## src/rtl/tag_rx_io_ctrl.sv

```systemverilog
// Receive-side I/O control: 2-entry stream register FIFO, scan-chain clock
// divider, and front-panel GPIO output strobe / input synchronizer.
module tag_rx_io_ctrl #(
  parameter int unsigned DATA_WIDTH     = 32,
  parameter int unsigned GPIO_REG_WIDTH = 12,
  parameter int unsigned SCAN_DIV_N     = 20,
  parameter int unsigned GPIO_DIV_FAC   = 10,
  parameter logic [GPIO_REG_WIDTH-1:0] OUT_MASK = 12'h555,
  parameter logic [GPIO_REG_WIDTH-1:0] IN_MASK  = 12'h000,
  parameter logic [GPIO_REG_WIDTH-1:0] IO_DDR   = 12'h555
) (
  input  logic                      clk,
  input  logic                      reset,
  input  logic                      clear,
  input  logic [DATA_WIDTH-1:0]     i_tdata,
  input  logic                      i_tvalid,
  output logic                      i_tready,
  output logic [DATA_WIDTH-1:0]     o_tdata,
  output logic                      o_tvalid,
  input  logic                      o_tready,
  output logic                      clk_div,
  input  logic [GPIO_REG_WIDTH-1:0] gpio_out,
  output logic [GPIO_REG_WIDTH-1:0] gpio_in,
  input  logic [GPIO_REG_WIDTH-1:0] fp_gpio_in,
  output logic [GPIO_REG_WIDTH-1:0] fp_gpio_out,
  output logic [GPIO_REG_WIDTH-1:0] fp_gpio_ddr
);

  localparam int unsigned HALF   = SCAN_DIV_N / 2;
  localparam int unsigned DIV_W  = (HALF > 1) ? $clog2(HALF) : 1;
  localparam int unsigned GPIO_W = (GPIO_DIV_FAC > 1) ? $clog2(GPIO_DIV_FAC) : 1;
  localparam logic [DIV_W-1:0]  DIV_LAST  = DIV_W'(HALF - 1);
  localparam logic [GPIO_W-1:0] GPIO_LAST = GPIO_W'(GPIO_DIV_FAC - 1);

  typedef enum logic [1:0] {EMPTY, ONE, FULL} occ_t;

  occ_t                  state, state_nxt;
  logic [DATA_WIDTH-1:0] head, tail;
  logic                  load_head_in, load_head_tail, load_tail;
  logic                  wr, rd;

  assign i_tready = (state != FULL);
  assign o_tvalid = (state != EMPTY);
  assign o_tdata  = head;
  assign wr       = i_tvalid & i_tready;
  assign rd       = o_tvalid & o_tready;

  // head is always the presented beat; tail only holds the second entry
  always_comb begin
    state_nxt      = state;
    load_head_in   = 1'b0;
    load_head_tail = 1'b0;
    load_tail      = 1'b0;
    if (clear) begin
      state_nxt = EMPTY;
    end else begin
      case (state)
        EMPTY: begin
          if (wr) begin
            load_head_in = 1'b1;
            state_nxt    = ONE;
          end
        end
        ONE: begin
          case ({wr, rd})
            2'b11: load_head_in = 1'b1;
            2'b10: begin
              load_tail = 1'b1;
              state_nxt = FULL;
            end
            2'b01: state_nxt = EMPTY;
            default: ;
          endcase
        end
        FULL: begin
          if (rd) begin
            load_head_tail = 1'b1;
            state_nxt      = ONE;
          end
        end
        default: state_nxt = EMPTY;
      endcase
    end
  end

  always_ff @(posedge clk or posedge reset) begin
    if (reset) state <= EMPTY;
    else       state <= state_nxt;
  end

  always_ff @(posedge clk or posedge reset) begin
    if (reset) begin
      head <= '0;
      tail <= '0;
    end else begin
      if (load_head_in)        head <= i_tdata;
      else if (load_head_tail) head <= tail;
      if (load_tail)           tail <= i_tdata;
    end
  end

  logic [DIV_W-1:0] div_cnt;

  always_ff @(posedge clk or posedge reset) begin
    if (reset) begin
      div_cnt <= '0;
      clk_div <= 1'b0;
    end else if (div_cnt == DIV_LAST) begin
      div_cnt <= '0;
      clk_div <= ~clk_div;
    end else begin
      div_cnt <= div_cnt + 1'b1;
    end
  end

  logic [GPIO_W-1:0] gpio_cnt;

  always_ff @(posedge clk or posedge reset) begin
    if (reset) begin
      gpio_cnt    <= '0;
      fp_gpio_out <= '0;
    end else if (gpio_cnt == GPIO_LAST) begin
      gpio_cnt    <= '0;
      fp_gpio_out <= gpio_out & OUT_MASK;
    end else begin
      gpio_cnt <= gpio_cnt + 1'b1;
    end
  end

  logic [GPIO_REG_WIDTH-1:0] sync1, sync2;

  always_ff @(posedge clk or posedge reset) begin
    if (reset) begin
      sync1 <= '0;
      sync2 <= '0;
    end else begin
      sync1 <= fp_gpio_in;
      sync2 <= sync1;
    end
  end

  assign gpio_in     = sync2 & IN_MASK;
  assign fp_gpio_ddr = IO_DDR;

endmodule

```

## config.mk

```make
export PLATFORM = sky130hd
export DESIGN_NAME = tag_rx_io_ctrl
export DESIGN_NICKNAME = d
export VERILOG_FILES = /design/src/rtl/tag_rx_io_ctrl.sv
export SDC_FILE = /design/constraint.sdc
export NUM_CORES = 1
export LEC_CHECK = 0
export ABC_AREA = 1
export CAP_MARGIN = 0
export CORE_MARGIN = 2
export CORE_UTILIZATION = 45
export DETAILED_ROUTE_END_ITERATION = 8
export GPL_TIMING_DRIVEN = 0
export PLACE_DENSITY = 0.76
export REMOVE_ABC_BUFFERS = 1
export SLEW_MARGIN = 40
export SYNTH_ARGS = -nofsm -noshare
export SYNTH_HDL_FRONTEND = slang
export SYNTH_SLANG_ARGS = --single-unit
```

## constraint.sdc

```tcl
create_clock -name clk -period 2.97 [get_ports clk]
set_input_delay 0.297 -clock clk [delete_from_list [all_inputs] [get_ports clk]]
set_output_delay 0.297 -clock clk [all_outputs]
set_load 0.02 [all_outputs]
```

==> impl_metrics.tcl, run 1 <==
set metrics [dict create \
    status "complete, no violations" \
    drv_slew 0 \
    worstMarginPinSlew_ps 830 \
    drive_above_1_share_pct 5.56 \
    ys_warn_count 0 \
    post_drt_wl_per_cell_um 13.5 \
    dp.cells 666 \
    rows 34 \
    clock-sinks 81 \
    hpwlAfterDp_um 5440 \
    post-cts-setup-buffers 0 \
    port_buffers 83 \
    worstPathCellList "clkdlybuf4s50_1, nor2_4, nand3_4, nand2_4, inv_2, nand2_1, nand2_1" \
    vias 3347 \
    route.detailed.drc 0 \
    arrival_ps 2880 \
    diodes 0 \
    setup_tns_ps 0 \
    p_int_mw 2.62 \
    cp_max_fo 32 \
    switching_share_pct 35.4 \
    crit_type "input port to register" \
    io_pins 132 \
    finish.utilization_pct 57.3 \
    powerDensity_mw_per_mm2 813 \
    cts.path.max_buffers 2 \
    power.switching_mw 1.44 \
    synth_edf_count 0 \
    gp_congestion 0.748 \
    fin_cells 684 \
    clk_latency_ps 350 \
    grt_pass1_wl_um 15300 \
    fin_skew_ps 8.60 \
    max_clock_freq_mhz 379 \
    clock-root-buffer "clkbuf_8" \
    syn_area_sq_mm 0.00404 \
    synth_common_cells "148 x nand2_1, 81 x dfrtp_1, 77 x inv_1, 45 x nand3_1, 34 x buf_4" \
    max_stage_delay_ps 590 \
    hold_violations 0 \
    synthFlopType "dfrtp_1" \
    setup_viol 0 \
    whs_ps 278 \
    reg2reg_from "state[1]" \
    grt_usage_pct 19.5 \
    cp_common_cell "nand2_1" \
    cp.required_ps 3220 \
    maxSlewHeadroom_pct 44.7 \
    reg2reg_slack_ps 410 \
    seq_power_share_pct 42.6 \
    cpLargestDelayFamily "simple AND/OR/NAND/NOR gates" \
    placed_area_sq_mm 0.00474 \
    min_path_type "input port to async pin" \
    yosysSeqAreaShare_pct 50.2 \
    crit_path_end_kind "register" \
    final.period_utilization_pct 88.8 \
    critPathSlowestCell "clkdlybuf4s50_1" \
    r2r_cells 6 \
    postSynthAreaPerCell_sq_um 8.05 \
    synthCells 502 \
    rsz0062_at_grt "no" \
    r2r-end "o_tdata[0]" \
    syn_to_final_growth_pct 23.7 \
    fillers 790 \
    dieWidth_um 98.8 \
    peakVddDrop_mv 0.387 \
    final_nets 632 \
    min_period_ps 2640 \
    cp-start-kind "input port" \
    p_clk_share_pct 21.8 \
    post-synth-top-count-cell "nand2_1" \
    async_reset_ff_share_pct 100 \
    path_buf_inv 2 \
    dieHeight_um 98.8 \
    synth_top_area_share_pct 50.2 \
    dr.pass1.iters 4 \
    final-seq-area_sq_mm 0.00203 \
    vias_per_cell 4.89 \
    design.core.area_sq_mm 0.00872 \
    globalRouteOverflowTotal 0 \
    synth_area_leader_cell "dfrtp_1" \
    first_global_vias 3322 \
    grt_max_degree 66 \
    ys_ff_latch 81 \
    cts_buffers 9 \
    synth.area.top_cells "dfrtp_1 50%, nand2_1 14%, inv_1 7.2%, buf_4 6.3%, nand3_1 5.6%" \
    p_leak_nw 2.64 \
    cts_tree "done" \
    wl_um 9240 \
    combPwrFrac_pct 35.6 \
    start_util_pct 46.3 \
    maxCapViolCount 0 \
    dr.first_iter.drc_count 159 \
    netlist-cell-type-count 23 \
    final_area_sq_mm 0.00500 \
    multi_input_area_sq_mm 0.00146 \
    drtAntennaViolNets 0 \
    dieArea_sq_mm 0.00975 \
    path_clk_slew_ps 80 \
    htreeDepth 3 \
    antenna_found_initial 0 \
]
[cell usage in the layout (no fill, tap or decap), drive strengths merged, types with 3 or more instances in the layout]
cell type      count
clkdlybuf4s50     82
nand3             48
conb              30
dfrtp             81
clkbuf            10
nor2              12
nand4             33
o21ai             36
clkinvlp           3
nand2            152
inv               80
[state kept, by name, indices dropped and copies added, names as in the netlist]
name         flops
div_cnt          4
clk_div          1
gpio_cnt         4
o_tdata         32
fp_gpio_out      6
tail            32
state            2
[power groups by stage]
stage	Combinational, mW	Clock [mW]	Sequential [mW]
after floorplan	0.617	0	1.94
after global placement	1.40	0	1.72
after detailed placement	1.44	0	1.74
after CTS	1.45	0.900	1.73
after global routing	1.60	0.955	1.77
final	1.44	0.885	1.73
[cell families after synthesis]
| group | after synthesis | share of synthesized area (%) |
|---|---|---|
| AOI/OAI and AO/OA | 36 | 4.46 |
| xor gates and xnor gates | 3 | 0.650 |
| buffers and inverters | 135 | 17.4 |
| DFF | 81 | 50.2 |
| other | 2 | 0.186 |
| and+or+nand+nor | 245 | 27.1 |
[what timing repair did]
item	in CTS	in global routing
pin swaps	1	1
hold buffers	0	0
cloned	1	1
resized for setup	2	1
setup endpoints to repair	31	31
[area by class of cell]
type	count	share of cell area [%]
clock buffers	10	2.55
clock inverters	6	1.83
inverters	79	6.03
multi-input cells	316	29.2
flip-flops and latches	81	40.6
well taps	108	2.70
repair buffers	84	17.1
[layer usage]
layer  vias up  track usage (%)  routed length, um
li1       1647                -                  -
met2       110             31.7               4500
met1      1578             25.5               4150
met3        12             3.55                461
met4         0             8.43                130
met5         -                0                  0
[worst max path at each step]
stage	startpoint	to	slack (ps)	cells after the start
6_report	clear	o_tdata[0]	330	7
5_1_grt	clear	o_tdata[17]	170	7
4_1_cts	o_tready	o_tdata[9]	110	8
3_5_place_dp	clear	o_tdata[16]	-1100	7
3_3_place_gp	i_tvalid	o_tdata[9]	-1290	6
2_1_floorplan	state[1]	o_tdata[0]	560	6
[metrics by stage]
stage / total power [mW] / setup WS, ps
5_1_grt: 4.33 / 167
2_1_floorplan: 2.55 / 563
4_1_cts: 4.08 / 107
6_report: 4.06 / 332
3_3_place_gp: 3.12 / -1290
3_5_place_dp: 3.18 / -1100
Note: power is estimated with default switching activity, not from simulation.
==> run 2, diff against run 1 <==
Settings changed: CORE_UTILIZATION 45 to 46, PLACE_DENSITY 0.76 to 0.77, SETUP_SLACK_MARGIN set to 0.02.
==> impl_metrics.tcl, run 2 (synthesis gave the netlist of run 1 again) <==
set metrics [dict create \
    status "complete, no violations" \
    cp_common_cell "nand2_1" \
    antenna_found_initial 0 \
    worstPathCellList "clkdlybuf4s50_1, nor2_4, nand3_4, nand2_8, inv_2, nand2_1, nand2_1" \
    worstMarginPinSlew_ps 877 \
    arrival_ps 2900 \
    grt_usage_pct 19.6 \
    maxSlewHeadroom_pct 41.4 \
    hpwlAfterDp_um 5580 \
    globalRouteOverflowTotal 0 \
    drv_slew 0 \
    min_period_ps 2660 \
    max_stage_delay_ps 580 \
    reg2reg_slack_ps 390 \
    dr.pass1.iters 5 \
    final_common_cell "nand2_1" \
    path_clk_slew_ps 90 \
    clk_latency_ps 340 \
    dieArea_sq_mm 0.00955 \
    wl_um 9060 \
    drtAntennaViolNets 0 \
    setup_tns_ps 0 \
    place_ws_ps -1090 \
    powerDensity_mw_per_mm2 803 \
    clock-root-buffer "clkbuf_8" \
    peakVddDrop_mv 0.379 \
    final_nets 631 \
    diodes 0 \
    drive_above_1_share_pct 5.39 \
    crit_type "input port to register" \
    crit_path_end_kind "register" \
    cp-start-kind "input port" \
    cp.required_ps 3200 \
    post_drt_wl_per_cell_um 13.3 \
    cts.path.max_buffers 2 \
    route.detailed.drc 0 \
    dr.first_iter.drc_count 175 \
    fillers 807 \
    setup_ws_ps 306 \
    setup_viol 0 \
    grt_pass1_wl_um 15400 \
    post-cts-setup-buffers 0 \
    dieHeight_um 97.7 \
    clock-sinks 81 \
    vias 3368 \
    p_leak_nw 2.64 \
    grt_max_degree 66 \
    finalPower_mw 4.00 \
    postCtsHoldBufs 0 \
    port_buffers 83 \
    maxCapViolCount 0 \
    hold_violations 0 \
    rsz0062_at_grt "no" \
    max_clock_freq_mhz 375 \
    final.period_utilization_pct 89.7 \
    design.core.area_sq_mm 0.00864 \
    min_path_type "input port to async pin" \
    cts_buffers 9 \
    io_pins 132 \
    start_util_pct 46.8 \
    syn_to_final_growth_pct 23.2 \
    htreeDepth 3 \
    cts_tree "done" \
    cp_max_fo 34 \
    vias_per_cell 4.93 \
    first_global_vias 3369 \
    mostFrequentLayoutCells "148 x nand2_1, 82 x clkdlybuf4s50_1, 81 x dfrtp_1" \
    gp_congestion 0.765 \
    critPathSlowestCell "clkdlybuf4s50_1" \
    fin_skew_ps 7.15 \
    dieWidth_um 97.7 \
    rows 34 \
]
[run 2: changes by cell type in the layout (fill, tap and decap cells not counted)]
cell and delta:
clkbuf_8 +2, clkinvlp_4 -2, bufinv_16 -1, clkinv_2 +1, clkinv_4 +1, inv_6 -1, nand2_4 -1, nand2_8 +1
nand3_2 -1, nor2_2 +1, nor2_4 -1
[run 2: layer usage]
layer  GRT usage [%]  vias up  routed length (um)
met1            25.1     1616                4100
li1                -     1640                   -
met4            7.91        0                 106
met5               0        -                   0
met2            32.9      101                4440
met3            3.94       11                 422
[run 2: timing repair]
| action | CTS | global route |
|---|---|---|
| gates cloned | 1 | 0 |
| gates resized for setup | 2 | 2 |
| pin swaps | 1 | 0 |
| setup endpoints to repair | 31 | 31 |
[run 2: report_power, final]
part           switching [mW]  internal [mW]
Sequential              0.220           1.50
Combinational           0.801          0.645
Clock                   0.395          0.435
Total                    1.42           2.58
[run 2: cell type report]
cell class | instances | area, sq um | area share (%)
sequential | 81 | 2030 | 40.7
multi-input combinational | 315 | 1460 | 29.2
timing repair buffer | 84 | 853 | 17.1
inverter | 79 | 302 | 6.06
clock buffer | 12 | 155 | 3.12
tap | 108 | 135 | 2.71
clock inverter | 4 | 51.3 | 1.03
[run 2: worst paths after layout]
kind,start,to,depth (start not counted)
worst min register to register,gpio_cnt[0],gpio_cnt[0],1
worst max register to register,state[1],o_tdata[14],6
worst min-delay path,reset,div_cnt[2],2
max in group asynchronous,reset,tail[28],3
worst max-delay path,clear,o_tdata[14],7
min in group clk,gpio_cnt[0],gpio_cnt[0],1
[run 2: critical path: cells and delay by family]
family	cells	cell delay (ps)
buf+inv	2	890
simple gates	5	1660
[run 2: stage by stage]
stage / utilization [%] / hold WS, ps / instances / area [sq um]
floorplan: - / 419 / 474 / 3740
global placement: 54.5 / 433 / 665 / 4700
detailed placement: 54.9 / 446 / 666 / 4740
CTS: 57.5 / 286 / 683 / 4960
global route: 57.7 / 296 / 683 / 4980
finish: 57.7 / 285 / 683 / 4980
